File: src/rtl/pipe_hazard_ctrl.sv
// pipe_hazard_ctrl: load-use stall/bubble, branch flush and LM/SM beat sequencer for the 6-stage pipeline.
// Define HAZARD_STALL_CNT_EN to add the saturating stall_cnt output.
module pipe_hazard_ctrl #(
  parameter logic [3:0] OPC_LM = 4'b0110,
  parameter logic [3:0] OPC_SM = 4'b0111,
  parameter int CNT_W = 16
) (
  input  logic             clk,
  input  logic             rst,
  input  logic             instr_valid_id,
  input  logic [3:0]       opcode_id,
  input  logic [7:0]       imm8_id,
  input  logic [2:0]       ra_rr,
  input  logic [2:0]       rb_rr,
  input  logic             uses_ra_rr,
  input  logic             uses_rb_rr,
  input  logic             ld_ex,
  input  logic             w_reg_ex,
  input  logic [2:0]       rd_ex,
  input  logic             branch_taken_ex,
  output logic             stall_if,
  output logic             stall_id,
  output logic             bubble_rr,
  output logic             flush_id_rr,
  output logic [1:0]       lm_start,
  output logic [2:0]       lm_reg,
  output logic [2:0]       lm_offset,
`ifdef HAZARD_STALL_CNT_EN
  output logic [CNT_W-1:0] stall_cnt,
`endif
  output logic             busy
);
  typedef enum logic {IDLE, RUN} state_t;
  state_t state, state_n;
  logic [7:0] mask, mask_n;
  logic [2:0] beat, beat_n, low;
  logic first, first_n, rst_q, en, hz, entry, multi, stall;
  // outputs are held quiet during reset and for the cycle right after it
  assign en = ~rst & ~rst_q;
  assign hz = ld_ex & w_reg_ex & ((uses_ra_rr & (ra_rr == rd_ex)) | (uses_rb_rr & (rb_rr == rd_ex)));
  assign entry = instr_valid_id & ((opcode_id == OPC_LM) | (opcode_id == OPC_SM)) & (|imm8_id);
  assign multi = |(mask & (mask - 8'd1));
  assign stall_if = stall;
  assign stall_id = stall;
  assign busy = en & (state == RUN);
  always_comb begin
    low = 3'd0;
    for (int i = 7; i >= 0; i--) if (mask[i]) low = 3'(i);
  end
  always_comb begin
    state_n = state;
    mask_n = mask;
    beat_n = beat;
    first_n = first;
    stall = 1'b0;
    bubble_rr = 1'b0;
    flush_id_rr = 1'b0;
    lm_start = 2'b00;
    lm_reg = 3'd0;
    lm_offset = 3'd0;
    if (!en) begin
      state_n = state;
    end else if (branch_taken_ex) begin
      flush_id_rr = 1'b1;
      state_n = IDLE;
      mask_n = 8'd0;
    end else if (state == IDLE) begin
      stall = hz | entry;
      bubble_rr = hz;
      if (entry & ~hz) begin
        state_n = RUN;
        mask_n = imm8_id;
        beat_n = 3'd0;
        first_n = 1'b1;
      end
    end else begin
      stall = hz | multi;
      bubble_rr = hz;
      lm_start = {1'b1, first};
      lm_reg = low;
      lm_offset = beat;
      if (!hz) begin
        mask_n = mask & (mask - 8'd1);
        beat_n = beat + 3'd1;
        first_n = 1'b0;
        state_n = multi ? RUN : IDLE;
      end
    end
  end
  always_ff @(posedge clk) begin
    rst_q <= rst;
    if (rst) begin
      state <= IDLE;
      mask <= 8'd0;
      beat <= 3'd0;
      first <= 1'b0;
    end else begin
      state <= state_n;
      mask <= mask_n;
      beat <= beat_n;
      first <= first_n;
    end
  end
`ifdef HAZARD_STALL_CNT_EN
  always_ff @(posedge clk) begin
    if (rst) stall_cnt <= '0;
    else if (stall && stall_cnt != '1) stall_cnt <= stall_cnt + CNT_W'(1);
  end
`endif
endmodule

File: config.mk
export PLATFORM = sky130hd
export DESIGN_NAME = pipe_hazard_ctrl
export DESIGN_NICKNAME = d
export VERILOG_FILES = /design/src/rtl/pipe_hazard_ctrl.sv
export SDC_FILE = /design/constraint.sdc
export NUM_CORES = 1
export LEC_CHECK = 0
export CAP_MARGIN = 30
export CORE_MARGIN = 2
export CORE_UTILIZATION = 46
export CTS_CLUSTER_SIZE = 16
export DETAILED_ROUTE_END_ITERATION = 16
export PLACE_DENSITY = 0.95
export SYNTH_ARGS = -nofsm -noshare
export SYNTH_HDL_FRONTEND = slang
export SYNTH_SLANG_ARGS = --single-unit
File: constraint.sdc
create_clock -name clk -period 6.15 [get_ports clk]
set_input_delay 0.615 -clock clk [delete_from_list [all_inputs] [get_ports clk]]
set_output_delay 0.615 -clock clk [all_outputs]
set_load 0.005 [all_outputs]
==> impl_metrics.csv <==
group,metric,value,unit
logic_synthesis,postSynth.asyncResetShare,0,%
logic_synthesis,syn-cell-area,1040,um2
timing,slew_viol_final,0,
timing,relSlewSlack,50.9,%
logic_synthesis,synth_cell_types,41,
logic_synthesis,yosys.cell_count.top_type,"dfxtp_1",
logic_synthesis,netlist.area_leader.share,26.9,%
worst_setup_path,cp.required,5.53,ns
power_and_ir_drop,ir_drop,0.113,mV
routing,vias,1238,
timing,fin_crit_sh,60.7,%
job,drv_cap,0,
cts,cts_buffers,3,
routing,detail-route-antenna-nets,0,
logic_synthesis,mappedNetlistNets,170,
min_path,worstHoldStart,"beat[2]",
place,port_buffers,40,
routing,drt-initial-drc-count,77,
logic_synthesis,yosys_warnings,0,
die,start_util,48.1,%
logic_synthesis,avgSynthCellArea,7.45,um2
global_route,grt_first_pass_wirelength,4970,um
global_route,grt.total_usage,24.3,%
timing,rsz0062_at_grt,"no",
finish,syn2layout_area_growth,39.6,%
power_and_ir_drop,finalPower,0.200,mW
min_path,worstHoldEndpoint,"beat[2]",
power_and_ir_drop,p_leak,0.496,nW
worst_setup_path,critical_path_class,"in2out",
timing,fmax,0.268,GHz
cts,clock-root-buffer,"clkbuf_4",
routing,wire_per_inst,15.3,um
global_route,grt_max_degree,24,
worst_setup_path,r2r_slack,4.26,ns
worst_setup_path,timing.rr.start,"mask[1]",
routing,first_pass_iters,5,
die,dieArea,2670,um2
routing,vias_per_cell,6.13,
min_path,min_delay_path_depth,2,
cts,hold_buffers,0,
finish,nets,205,
timing,setup_viol,0,
finish,antennaDiodeCount,0,
logic_synthesis,synthFlopType,"dfxtp_1",
cts,clkSlewWorstSetupHoldPaths,0.08,ns
worst_setup_path,cpMostUsedCell,"clkdlybuf4s50_1",
logic_synthesis,synth_edf_count,0,
place,dpl_worst_slack,2.51,ns
die,rows,17,
die,die_h,51.6,um
logic_synthesis,syn_inst,140,
worst_setup_path,cp.arrival,3.12,ns
timing,hold_viol,0,
global_route,antenna_found_initial,0,
power_and_ir_drop,powerDensity,137,nW/um2
worst_setup_path,cpMaxStageDelayCell,"clkdlybuf4s50_1",
worst_setup_path,r2r-end,"state",
die,core,2170,um2
logic_synthesis,synth_common_cells,"dfxtp_1, o21ai_0, a21oi_1, inv_1",
worst_setup_path,critPathLaunchType,"primary input",
worst_setup_path,path_cells,"clkdlybuf4s50_1 -> nor3_1 -> nand2_1 -> nor4_1 -> clkdlybuf4s50_1",
place,gp_congestion,0.854,
timing,setup_slack,2.42,ns
finish,drive_gt1_share,5.75,%
finish,fillers,185,
worst_setup_path,cpPeakStageDelay,0.67,ns
worst_setup_path,cp_max_fo,14,
timing,finalCriticalPeriod,3.73,ns
worst_setup_path,end_kind,"primary output",
place,hpwl,2300,um
cts,cts_setup_buffers,0,
logic_synthesis,synth.ff_latch_count,14,
cts,htree_levels,1,
cts,cts_tree,"built",
timing,tns,0,ns
die,dieWidth,51.6,um
routing,drc,0,
min_path,hp-class,"reg2reg",
logic_synthesis,yosys-top-cells-area,"dfxtp_1, o21ai_0, a21oi_1, xnor2_1, inv_1",
logic_synthesis,synth.largest_area_cell,"dfxtp_1",
cts,clock_sinks,14,
global_route,overflow,0,
run_status,status,"completed",
cts,cts_resized,0,
cts,clock_latency,0.29,ns
cts,clockBufferDepth,2,
timing,finClkSkew,0.00712,ns
global_route,grt_pass1_vias,1160,
die,pin_count,42,
logic_synthesis,ys_seq_area_share,26.9,%
routing,drt-total-wl,3090,um
timing,worst_slew_pin_slew,0.736,ns
worst_setup_path,rr_worst_depth,5,
metrics by stage:
stage	cells	instance area (um2)	utilization (%)	hold WS [ns]
after floorplan	140	1040	-	0.453
after global placement	198	1420	65.5	0.468
after detailed placement	198	1420	65.5	0.494
after CTS	202	1460	67.1	0.510
after global routing	202	1460	67.1	0.535
final	202	1460	67.1	0.510
final cells by class:
class | instances | area, um2 | area share (%)
multi-input cells | 104 | 659 | 45.3
repair buffers | 40 | 400 | 27.5
flip-flops and latches | 14 | 280 | 19.2
inverters | 12 | 45.0 | 3.09
clock buffers | 4 | 36.3 | 2.49
well taps | 28 | 35.0 | 2.41
cell usage in the layout, fill, tap and decap left out, drive strengths merged, types with 2 or more instances in the layout:
cell type / n
inv: 12
o211ai: 4
nand3: 6
clkbuf: 4
a21oi: 13
o311ai: 4
a2111oi: 2
nand2: 8
xnor2: 6
clkdlybuf4s50: 40
dfxtp: 14
and3: 4
nor4: 5
o21ai: 13
nand4: 5
nor3: 8
nor2: 8
o31ai: 2
worst max-delay path by stage:
| stage | from | endpoint | slack (ns) | cells after the start |
|---|---|---|---|---|
| 3_5_place_dp | rst | lm_reg[1] | 2.51 | 5 |
| 2_1_floorplan | mask[2] | stall_if | 3.69 | 8 |
| 4_1_cts | rst | lm_reg[1] | 2.50 | 5 |
| 6_report | rst | lm_reg[1] | 2.42 | 5 |
| 3_3_place_gp | rst | lm_reg[1] | 2.55 | 5 |
| 5_1_grt | rst | lm_reg[1] | 2.30 | 5 |
worst max-delay path: cells and delay by family:
family        cells  cell delay (ns)
buf+inv           2             1.23
simple gates      3             1.27
cell families (layout without fill, tap and decap cells):
logic type / after synthesis / count (layout) / synth area share [%]
adder cells (fa/ha/maj): 2 / 2 / 2.16
buffers and inverters: 22 / 56 / 9.95
AND/OR/NAND/NOR: 48 / 48 / 24.0
AO/OA/AOI/OAI: 48 / 48 / 32.0
XOR/XNOR: 6 / 6 / 5.04
flip-flops: 14 / 14 / 26.9
where the power goes:
| group | total, mW | switching [mW] | internal, mW |
|---|---|---|---|
| registers | 0.0933 | 0.00184 | 0.0915 |
| logic | 0.0383 | 0.0156 | 0.0227 |
| clock network | 0.0680 | 0.0319 | 0.0361 |
| total | 0.200 | 0.0494 | 0.150 |
state kept, by name, summed over array words and instances, names as in the netlist:
signal,cells
mask,8
beat,3
first,1
rst_q,1
state,1
layer usage:
metal	part of all wire, %	GRT usage [%]	up-vias
met3	6.4	4.89	6
met5	0	0	-
li1	-	-	590
met4	1.5	6.58	0
met2	52	41.7	50
met1	40	30.7	592
Power figures use the tool's default switching activity.
==> RTL edit (same settings) <==
The option `HAZARD_STALL_CNT_EN` is turned on by a define.
--- a/src/rtl/pipe_hazard_ctrl.sv
+++ b/src/rtl/pipe_hazard_ctrl.sv
@@ -2,2 +2,4 @@
 // Define HAZARD_STALL_CNT_EN to add the saturating stall_cnt output.
+`define HAZARD_STALL_CNT_EN
+
 module pipe_hazard_ctrl #(
Behaviour (old outputs only; new: stall_cnt): unchanged (Yosys induction, for registers that start in step).
==> RTL edit against the original RTL <==
  * Design area is 78% higher
  * Sequential share of layout area is 3.9 points higher
  * Area after synthesis rose by 88%
  * Combinational power is 48% higher
  * Global-route usage fell by 3.0 points
  * First-iteration DRC count increased by 140%
  * Sequential cell count rose by 16
  * Count of clock-buffer cells in the layout grew 2
  * Wire length grew 58%
  * Critical endpoint is now stall_id
  * Worst setup slack lost 0.027 ns
  * Total power grew 110%
==> RTL edit: results (changes against the original RTL) <==
Outcome
  • Status: finished, final reports clean (unchanged)

Synth
  • Async set-or-reset flop fraction in the synthesized netlist: 0% (unchanged)
  • Mapped Nets: 266 (was 170)
  • Netlist cell types: 53 (was 41)
  • Commonest cells in the netlist: dfxtp_1, a21oi_1, nand2_1 (was dfxtp_1, o21ai_0, a21oi_1, inv_1)
  • Seq/Total Area, Yosys: 30.6% (was 26.9%)
  • Largest cells by area after synthesis: dfxtp_1, a21oi_1, o31ai_1, or4_1, nand2_1 (was dfxtp_1, o21ai_0, a21oi_1, xnor2_1, inv_1)

Placement
  • Port Buffers: 56 (was 40)
  • GPL Wtd Cong: 0.811 (was 0.854)
  • Final HPWL DP: 3480 µm (was 2300 µm)

Clock tree
  • CTS buffer count: 5 (was 3)
  • Clock Tree Root: clkbuf_8 (was clkbuf_4)
  • Post-CTS Setup Bufs: 0 (unchanged)
  • Clock slew at reported path FFs: 0.06 ns (was 0.08 ns)
  • CTS Buffer Depth: 2 (unchanged)
  • H-tree lvl count: 2 (was 1)

Timing
  • Worst hold slack: 0.480 ns (was 0.510 ns)
  • Worst Clk Skew: 0.00630 ns (was 0.00712 ns)
  • Worst rel slew slack: 40.0% (was 50.9%)

Worst setup path
  • Flop2flop setup slack: 3.49 ns (was 4.26 ns)
  • CP arrival: 3.14 ns (was 3.12 ns)
  • Register-to-Register Path Depth: 4 (was 5)
  • Crit path max fanout: 30 (was 14)

Detailed routing
  • Via density: 6.08 (was 6.13)
  • Drt total wl: 4890 µm (was 3090 µm)
  • First-iteration detailed-routing DRC count: 182 (was 77)

Global routing
  • Largest net degree at the start of global routing: 32 (was 24)
  • Gr usage total: 21.2% (was 24.3%)
  • Vias in the first global route: 1,892 (was 1,160)
  • First-pass GRT wire length: 8380 µm (was 4970 µm)

Power
  • Lkg Pwr: 0.878 nW (was 0.496 nW)
  • Peak VDD IR: 0.106 mV (was 0.113 mV)

Worst hold path
  • Hold Path Class: reg -> reg (unchanged)

Cells and area
  • Final nets: 313 (was 205)
  • # diodes: 0 (unchanged)
  • Share of post-route cells with drive strength above 1: 11.7% (was 5.75%)
  • Regs by FF count: stall_cnt (16), mask (8), beat (3) (was mask (8), beat (3))
RTL edit: area by class of cell:
class	instances	area (µm²)
tap	50	62.6
multi-input combinational	182	1250
clock inverter	2	12.5
fill	329	1460
clock buffer	6	82.6
inverter	6	22.5
sequential	30	601
timing repair buffer	57	568
RTL edit: through the flow:
| step | instances | util (%) | instance area (µm²) | setup slack, ns |
|---|---|---|---|---|
| 2_1_floorplan | 235 | - | 1970 | 3.57 |
| 3_3_place_gp | 325 | 61.7 | 2500 | 2.50 |
| 3_5_place_dp | 325 | 61.7 | 2500 | 2.39 |
| 4_1_cts | 333 | 64.0 | 2600 | 2.38 |
| 5_1_grt | 333 | 64.0 | 2600 | 2.20 |
| 6_report | 333 | 64.0 | 2600 | 2.39 |
RTL edit: path summary, 6_finish.rpt:
kind / from / endpoint
hold reg to reg: beat[1] / beat[1]
setup / recovery: imm8_id[6] / stall_id
hold / removal: beat[1] / beat[1]
setup reg to reg: rst_q / stall_cnt[7]
RTL edit: cells by family (layout without fill, tap and decap cells):
logic type,count (synthesis),count (layout),synth area share [%]
AO/OA/AOI/OAI,64,64,24.1
XOR/XNOR,6,6,2.67
adder cells (fa/ha/maj),3,3,1.78
buffers and inverters,23,71,5.92
flip-flops,30,30,30.6
multiplexers,8,8,4.90
AND/OR/NAND/NOR,101,101,30.1
RTL edit: metal layers:
layer  share of wire (%)  GRT usage [%]  vias up
met3                 5.8           5.09        9
li1                    -              -      986
met2                  50           34.9       82
met1                  43           26.0      948
met4                 1.9           9.80        0
met5                   0              0        -
RTL edit: where the power goes:
group	total (mW)	switching (mW)	internal, mW
combinational	0.0565	0.0257	0.0308
sequential	0.201	0.00472	0.196
clock	0.170	0.0803	0.0898
RTL edit: worst max-delay path, cell delays in order:
cell	delay (ns)
clkdlybuf4s50_1	0.42
nor4_1	0.40
a21oi_1	0.15
or2_2	0.34
a21oi_4	0.58
nor2_1	0.15
clkdlybuf4s50_1	0.49
